File: src/rtl/jtag_pkg.sv
// Shared definitions for the JTAG TAP controller: state codes, opcodes and
// the fixed instruction-register capture pattern.
package jtag_pkg;

    typedef enum logic [3:0] {
        TAP_TLR    = 4'hF,
        TAP_RTI    = 4'hC,
        TAP_SEL_DR = 4'h7,
        TAP_CAP_DR = 4'h6,
        TAP_SH_DR  = 4'h2,
        TAP_EX1_DR = 4'h1,
        TAP_PA_DR  = 4'h3,
        TAP_EX2_DR = 4'h0,
        TAP_UP_DR  = 4'h5,
        TAP_SEL_IR = 4'h4,
        TAP_CAP_IR = 4'hE,
        TAP_SH_IR  = 4'hA,
        TAP_EX1_IR = 4'h9,
        TAP_PA_IR  = 4'hB,
        TAP_EX2_IR = 4'h8,
        TAP_UP_IR  = 4'hD
    } tap_state_e;

    localparam logic [3:0] OPC_IDCODE = 4'h1;
    localparam logic [3:0] OPC_USER   = 4'h8;
    localparam logic [3:0] OPC_BYPASS = 4'hF;

    // Low two bits of the IR capture value; upper bits are always zero.
    localparam logic [1:0] IR_CAPTURE_LSBS = 2'b01;

endpackage

File: src/rtl/jtag_tap_fsm.sv
// 16-state TAP state machine: next-state decode of tms plus the state register.
module jtag_tap_fsm
    import jtag_pkg::*;
(
    input  logic       i_clk,
    input  logic       i_rst,
    input  logic       i_tms,
    output tap_state_e o_tap_state
);

    tap_state_e r_state;
    tap_state_e w_next;

    always_comb begin
        w_next = TAP_TLR;
        case (r_state)
            TAP_TLR:    w_next = i_tms ? TAP_TLR    : TAP_RTI;
            TAP_RTI:    w_next = i_tms ? TAP_SEL_DR : TAP_RTI;
            TAP_SEL_DR: w_next = i_tms ? TAP_SEL_IR : TAP_CAP_DR;
            TAP_CAP_DR: w_next = i_tms ? TAP_EX1_DR : TAP_SH_DR;
            TAP_SH_DR:  w_next = i_tms ? TAP_EX1_DR : TAP_SH_DR;
            TAP_EX1_DR: w_next = i_tms ? TAP_UP_DR  : TAP_PA_DR;
            TAP_PA_DR:  w_next = i_tms ? TAP_EX2_DR : TAP_PA_DR;
            TAP_EX2_DR: w_next = i_tms ? TAP_UP_DR  : TAP_SH_DR;
            TAP_UP_DR:  w_next = i_tms ? TAP_SEL_DR : TAP_RTI;
            TAP_SEL_IR: w_next = i_tms ? TAP_TLR    : TAP_CAP_IR;
            TAP_CAP_IR: w_next = i_tms ? TAP_EX1_IR : TAP_SH_IR;
            TAP_SH_IR:  w_next = i_tms ? TAP_EX1_IR : TAP_SH_IR;
            TAP_EX1_IR: w_next = i_tms ? TAP_UP_IR  : TAP_PA_IR;
            TAP_PA_IR:  w_next = i_tms ? TAP_EX2_IR : TAP_PA_IR;
            TAP_EX2_IR: w_next = i_tms ? TAP_UP_IR  : TAP_SH_IR;
            TAP_UP_IR:  w_next = i_tms ? TAP_SEL_DR : TAP_RTI;
            default:    w_next = TAP_TLR;
        endcase
    end

    always_ff @(posedge i_clk or posedge i_rst) begin
        if (i_rst) begin
            r_state <= TAP_TLR;
        end else begin
            r_state <= w_next;
        end
    end

    assign o_tap_state = r_state;

endmodule

File: src/rtl/jtag_tap_ctrl.sv
// TAP controller top: instruction register, BYPASS/IDCODE/USER data registers
// and the combinational tdo mux, driven by the jtag_tap_fsm state.
module jtag_tap_ctrl
    import jtag_pkg::*;
#(
    parameter int          IR_WIDTH   = 4,
    parameter int          DR_WIDTH   = 16,
    parameter logic [31:0] IDCODE_VAL = 32'h1234_5A5B
) (
    input  logic                i_clk,
    input  logic                i_rst,
    input  logic                i_tms,
    input  logic                i_tdi,
    output logic                o_tdo,
    output logic [3:0]          o_tap_state,
    output logic [IR_WIDTH-1:0] o_ir_out,
    input  logic [DR_WIDTH-1:0] i_user_dr_in,
    output logic [DR_WIDTH-1:0] o_user_dr_out,
    output logic                o_user_capture,
    output logic                o_user_update
);

    localparam logic [IR_WIDTH-1:0] W_OPC_IDCODE = IR_WIDTH'(OPC_IDCODE);
    localparam logic [IR_WIDTH-1:0] W_OPC_USER   = IR_WIDTH'(OPC_USER);
    localparam logic [IR_WIDTH-1:0] W_IR_CAPTURE = IR_WIDTH'(IR_CAPTURE_LSBS);

    tap_state_e          w_state;
    logic [IR_WIDTH-1:0] r_ir_sr;
    logic [IR_WIDTH-1:0] r_ir;
    logic [IR_WIDTH-1:0] w_ir_active;
    logic                r_bypass;
    logic [31:0]         r_idcode_sr;
    logic [DR_WIDTH-1:0] r_user_sr;
    logic [DR_WIDTH-1:0] w_user_sr_next;
    logic [DR_WIDTH-1:0] r_user_dr_out;
    logic                w_sel_idcode;
    logic                w_sel_user;
    logic                w_sel_bypass;
    logic                w_tdo;

    jtag_tap_fsm u_fsm (
        .i_clk       (i_clk),
        .i_rst       (i_rst),
        .i_tms       (i_tms),
        .o_tap_state (w_state)
    );

    // Test-Logic-Reset overrides the latched instruction immediately, not one edge later.
    assign w_ir_active  = (w_state == TAP_TLR) ? W_OPC_IDCODE : r_ir;
    assign w_sel_idcode = (w_ir_active == W_OPC_IDCODE);
    assign w_sel_user   = (w_ir_active == W_OPC_USER);
    assign w_sel_bypass = !w_sel_idcode && !w_sel_user;

    always_ff @(posedge i_clk or posedge i_rst) begin
        if (i_rst) begin
            r_ir_sr <= '0;
            r_ir    <= W_OPC_IDCODE;
        end else begin
            case (w_state)
                TAP_TLR:    r_ir    <= W_OPC_IDCODE;
                TAP_CAP_IR: r_ir_sr <= W_IR_CAPTURE;
                TAP_SH_IR:  r_ir_sr <= {i_tdi, r_ir_sr[IR_WIDTH-1:1]};
                TAP_UP_IR:  r_ir    <= r_ir_sr;
                default: ;
            endcase
        end
    end

    always_ff @(posedge i_clk or posedge i_rst) begin
        if (i_rst) begin
            r_bypass <= 1'b0;
        end else if (w_sel_bypass) begin
            if (w_state == TAP_CAP_DR) begin
                r_bypass <= 1'b0;
            end else if (w_state == TAP_SH_DR) begin
                r_bypass <= i_tdi;
            end
        end
    end

    always_ff @(posedge i_clk or posedge i_rst) begin
        if (i_rst) begin
            r_idcode_sr <= '0;
        end else if (w_sel_idcode) begin
            if (w_state == TAP_CAP_DR) begin
                r_idcode_sr <= IDCODE_VAL;
            end else if (w_state == TAP_SH_DR) begin
                r_idcode_sr <= {i_tdi, r_idcode_sr[31:1]};
            end
        end
    end

    // Built bit by bit so a one-bit user register needs no special-cased slice.
    generate
        for (genvar gi = 0; gi < DR_WIDTH; gi++) begin : g_user_shift
            if (gi == DR_WIDTH - 1) begin : g_msb
                assign w_user_sr_next[gi] = i_tdi;
            end else begin : g_lower
                assign w_user_sr_next[gi] = r_user_sr[gi+1];
            end
        end
    endgenerate

    always_ff @(posedge i_clk or posedge i_rst) begin
        if (i_rst) begin
            r_user_sr     <= '0;
            r_user_dr_out <= '0;
        end else if (w_sel_user) begin
            case (w_state)
                TAP_CAP_DR: r_user_sr     <= i_user_dr_in;
                TAP_SH_DR:  r_user_sr     <= w_user_sr_next;
                TAP_UP_DR:  r_user_dr_out <= r_user_sr;
                default: ;
            endcase
        end
    end

    always_comb begin
        w_tdo = 1'b0;
        case (w_state)
            TAP_SH_IR: w_tdo = r_ir_sr[0];
            TAP_SH_DR: begin
                if (w_sel_idcode) begin
                    w_tdo = r_idcode_sr[0];
                end else if (w_sel_user) begin
                    w_tdo = r_user_sr[0];
                end else begin
                    w_tdo = r_bypass;
                end
            end
            default: w_tdo = 1'b0;
        endcase
    end

    assign o_tdo          = w_tdo;
    assign o_tap_state    = w_state;
    assign o_ir_out       = w_ir_active;
    assign o_user_dr_out  = r_user_dr_out;
    assign o_user_capture = (w_state == TAP_CAP_DR) && w_sel_user;
    assign o_user_update  = (w_state == TAP_UP_DR) && w_sel_user;

endmodule

File: config.mk
export PLATFORM = sky130hd
export DESIGN_NAME = jtag_tap_ctrl
export DESIGN_NICKNAME = d
export VERILOG_FILES = /design/src/rtl/jtag_pkg.sv /design/src/rtl/jtag_tap_fsm.sv /design/src/rtl/jtag_tap_ctrl.sv
export SDC_FILE = /design/constraint.sdc
export NUM_CORES = 1
export LEC_CHECK = 0
export ABC_CLOCK_PERIOD_IN_PS = 4700
export CORE_MARGIN = 2
export CORE_UTILIZATION = 29
export CTS_CLUSTER_DIAMETER = 150
export DETAILED_ROUTE_END_ITERATION = 8
export HOLD_SLACK_MARGIN = 0.15
export SLEW_MARGIN = 20
export SYNTH_ARGS = -nofsm -noshare
export SYNTH_HDL_FRONTEND = slang
export SYNTH_HIERARCHICAL = 1
export SYNTH_SLANG_ARGS = --single-unit
File: constraint.sdc
create_clock -name i_clk -period 4.7 [get_ports i_clk]
set_input_delay 0.705 -clock i_clk [delete_from_list [all_inputs] [get_ports i_clk]]
set_output_delay 0.705 -clock i_clk [all_outputs]
set_load 0.02 [all_outputs]
==> flow_summary.ini <==
[flow_run]
timing.max_cap.violations = 0

[global_routing]
antenna_found_initial = 0
overflow = 0
grtUsageMet1_pct = 15.6
use_met3_pct = 2.83
gr-usage-met2_pct = 17.2
globalRouteTotalUtil_pct = 11.3
grt_pass1_vias = 2310
grt_max_degree = 65
grt_pass1_wl_um = 11300
top_usage_layer = met2

[logic_synthesis]
synth_edf_count = 0
synthArstFlopShare_pct = 100
avgSynthCellArea_sq_um = 10.2
postSynthRegisterBits = 77
synth_ff_type = dfrtp_1
synth_nets = 347
synth_cell_type_count = 35
ys_seq_area_share_pct = 57.8
netlist_instances = 327
yosys_warnings = 6
syn_area_sq_um = 3340

[cells_and_area]
antenna_cells = 0
layout.nets = 388
syn_to_final_growth_pct = 27.1
fill_cells = 1151
final_cells = 515
drive_above_1_share_pct = 12.4

[clock_network]
cts_hold_buf = 0
clk_latency_ps = 330
cts_setup_buffers = 0
cts_sinks = 77
htree_levels = 3
cts_tree = yes
postCtsResizedCells = 0
ctsRootBufferMaster = clkbuf_16
numCtsBuffers = 9
cts.clk_slew.worst_paths_ps = 60
cts.path.max_buffers = 2

[sta]
hold_slack_ps = 472
hold_viol = 0
relSlewSlack_pct = 46.2
setup_viol = 0
slew_violations = 0
timing.final.crit_share_pct = 75.7
skew_ps = 4.44
post-route-min-period_ps = 3560
rsz0062_at_grt = false
worst_slew_pin_slew_ps = 806
final.setup.tns_ps = 0
fmax_ghz = 0.281

[critical_path]
cp-start-kind = flop
crit_slowest_cell = or3_2
r2r_cells = 3
worstSetupPathType = flop to output port
path_cells = or4b_4, or3_2, nor2_1, clkdlybuf4s50_1
cp.required_ps = 3990
crit_fanout = 33
cp_slowest_stage_delay_ps = 720
regToRegEndpoint = o_user_dr_out[4]
worstSetupEndpointType = output port
rrSetupSlack_ps = 2570
arrival_ps = 2850
reg2reg_from = r_ir[1]

[floorplanning]
die-area_sq_um = 12400
core_area_sq_um = 11300
dieWidth_um = 111
ios = 47
rows = 39
initial_core_util_pct = 29.5
fp.dieH_um = 111

[pwr]
powerDensity_nw_per_um2 = 689
vdd.ir_drop.worst_mv = 0.279
p_leak_nw = 1.94
total_power_mw = 2.93

[placement]
finalWeightedCongestion = 0.776
dp_hpwl_um = 4340
dp_cells = 500
io_buffers = 46

[outcome]
status = completed

[routing]
detail-route-antenna-nets = 0
dr.first_iter.drc_count = 119
via_per_inst = 4.50
wl_per_cell_um = 12.8
drt_first_pass_iters = 5
wirelength_um = 6570
drc = 0
num_vias = 2318

[hold_path]
hold_class = flop to flop
worstHoldStart = r_idcode_sr[0]
hold_depth = 2
min_to = r_idcode_sr[0]
routing by layer:
layer / up-vias / wire (um) / share of wire [%]
li1: 1177 / - / -
met1: 1096 / 3200 / 49
met2: 36 / 3030 / 46
met3: 9 / 224 / 3.4
met4: 0 / 110 / 1.7
met5: - / 0 / 0
metrics by stage:
stage | setup WS [ps] | utilization, % | instance area (sq um)
after detailed placement | 1480 | 34.5 | 3910
after global routing | 1040 | 37.5 | 4250
after floorplan | 1970 | - | 3340
after global placement | 1480 | 34.5 | 3910
after CTS | 1120 | 37.5 | 4250
final | 1140 | 37.5 | 4250
worst max-delay path: cells and delay by family (launching register included):
family	cells	cell delay [ps]
flip-flops	1	430
AND/OR/NAND/NOR	3	1470
buffers and inverters	1	620
cell families (layout without fill, tap and decap cells):
kind of cell	after synthesis	in the layout	synth area share (%)
flip-flops	77	77	57.8
AO/OA/AOI/OAI	67	67	10.7
buffers and inverters	24	69	3.41
AND/OR/NAND/NOR	127	127	16.9
multiplexers	32	32	11.2
sequential cells by signal, summed over array words and instances (netlist names):
| register | cells |
|---|---|
| r_idcode_sr | 32 |
| o_user_dr_out | 16 |
| r_user_sr | 16 |
| r_ir | 4 |
| r_ir_sr | 4 |
| u_fsm/o_tap_state | 4 |
| r_bypass | 1 |
worst max path at each step:
stage | startpoint | to | slack, ps | cells after the start
CTS | r_ir[1] | o_user_capture | 1120 | 4
finish | r_ir[1] | o_user_capture | 1140 | 4
floorplan | u_fsm/o_tap_state[3] | o_tdo | 1970 | 3
global placement | r_ir[1] | o_user_capture | 1480 | 4
global route | r_ir[1] | o_user_capture | 1040 | 4
detailed placement | r_ir[1] | o_user_capture | 1480 | 4
layout by cell type, fill, tap and decap left out, drive strengths merged, types with 3 or more instances in the layout:
cell type      instances
nand2b                 6
clkdlybuf4s50         46
buf                    3
nor2b                  3
and2                   3
dfrtp                 72
o21ai                 57
clkbuf                 9
bufinv                 3
clkinvlp               3
inv                    4
nor2                  20
mux2                  17
mux2i                 15
nand2                 82
dfstp                  5
power by group:
group          internal (mW)  switching [mW]
logic                  0.479           0.482
clock network          0.515           0.266
registers              0.949           0.235
area by class of cell:
type                       instances  area (sq um)  area share, %
clock buffer                       9           225           5.30
clock inverter                     6           113           2.65
inverter                           5          20.0          0.471
multi-input combinational        226          1300           30.5
sequential                        77          1930           45.5
tap                              143           179           4.21
timing repair buffer              49           483           11.4
cell usage after synthesis (2+ instances only):
cell / number / area (sq um)
nand4_1: 2 / 12.5
nor4b_1: 2 / 17.5
nand2_1: 82 / 308
a21oi_1: 2 / 10.0
o21ai_0: 57 / 285
nor2_1: 20 / 75.1
nand3b_1: 2 / 15.0
nand3_1: 2 / 10.0
mux2_4: 9 / 135
clkbuf_1: 16 / 60.1
dfrtp_1: 72 / 1800
nand2b_1: 6 / 37.5
inv_1: 5 / 18.8
mux2i_1: 15 / 150
dfstp_2: 5 / 131
nor3_1: 2 / 10.0
and2_1: 2 / 12.5
nor2b_1: 2 / 12.5
mux2_2: 8 / 90.1
(Power assumes the default switching activity.)
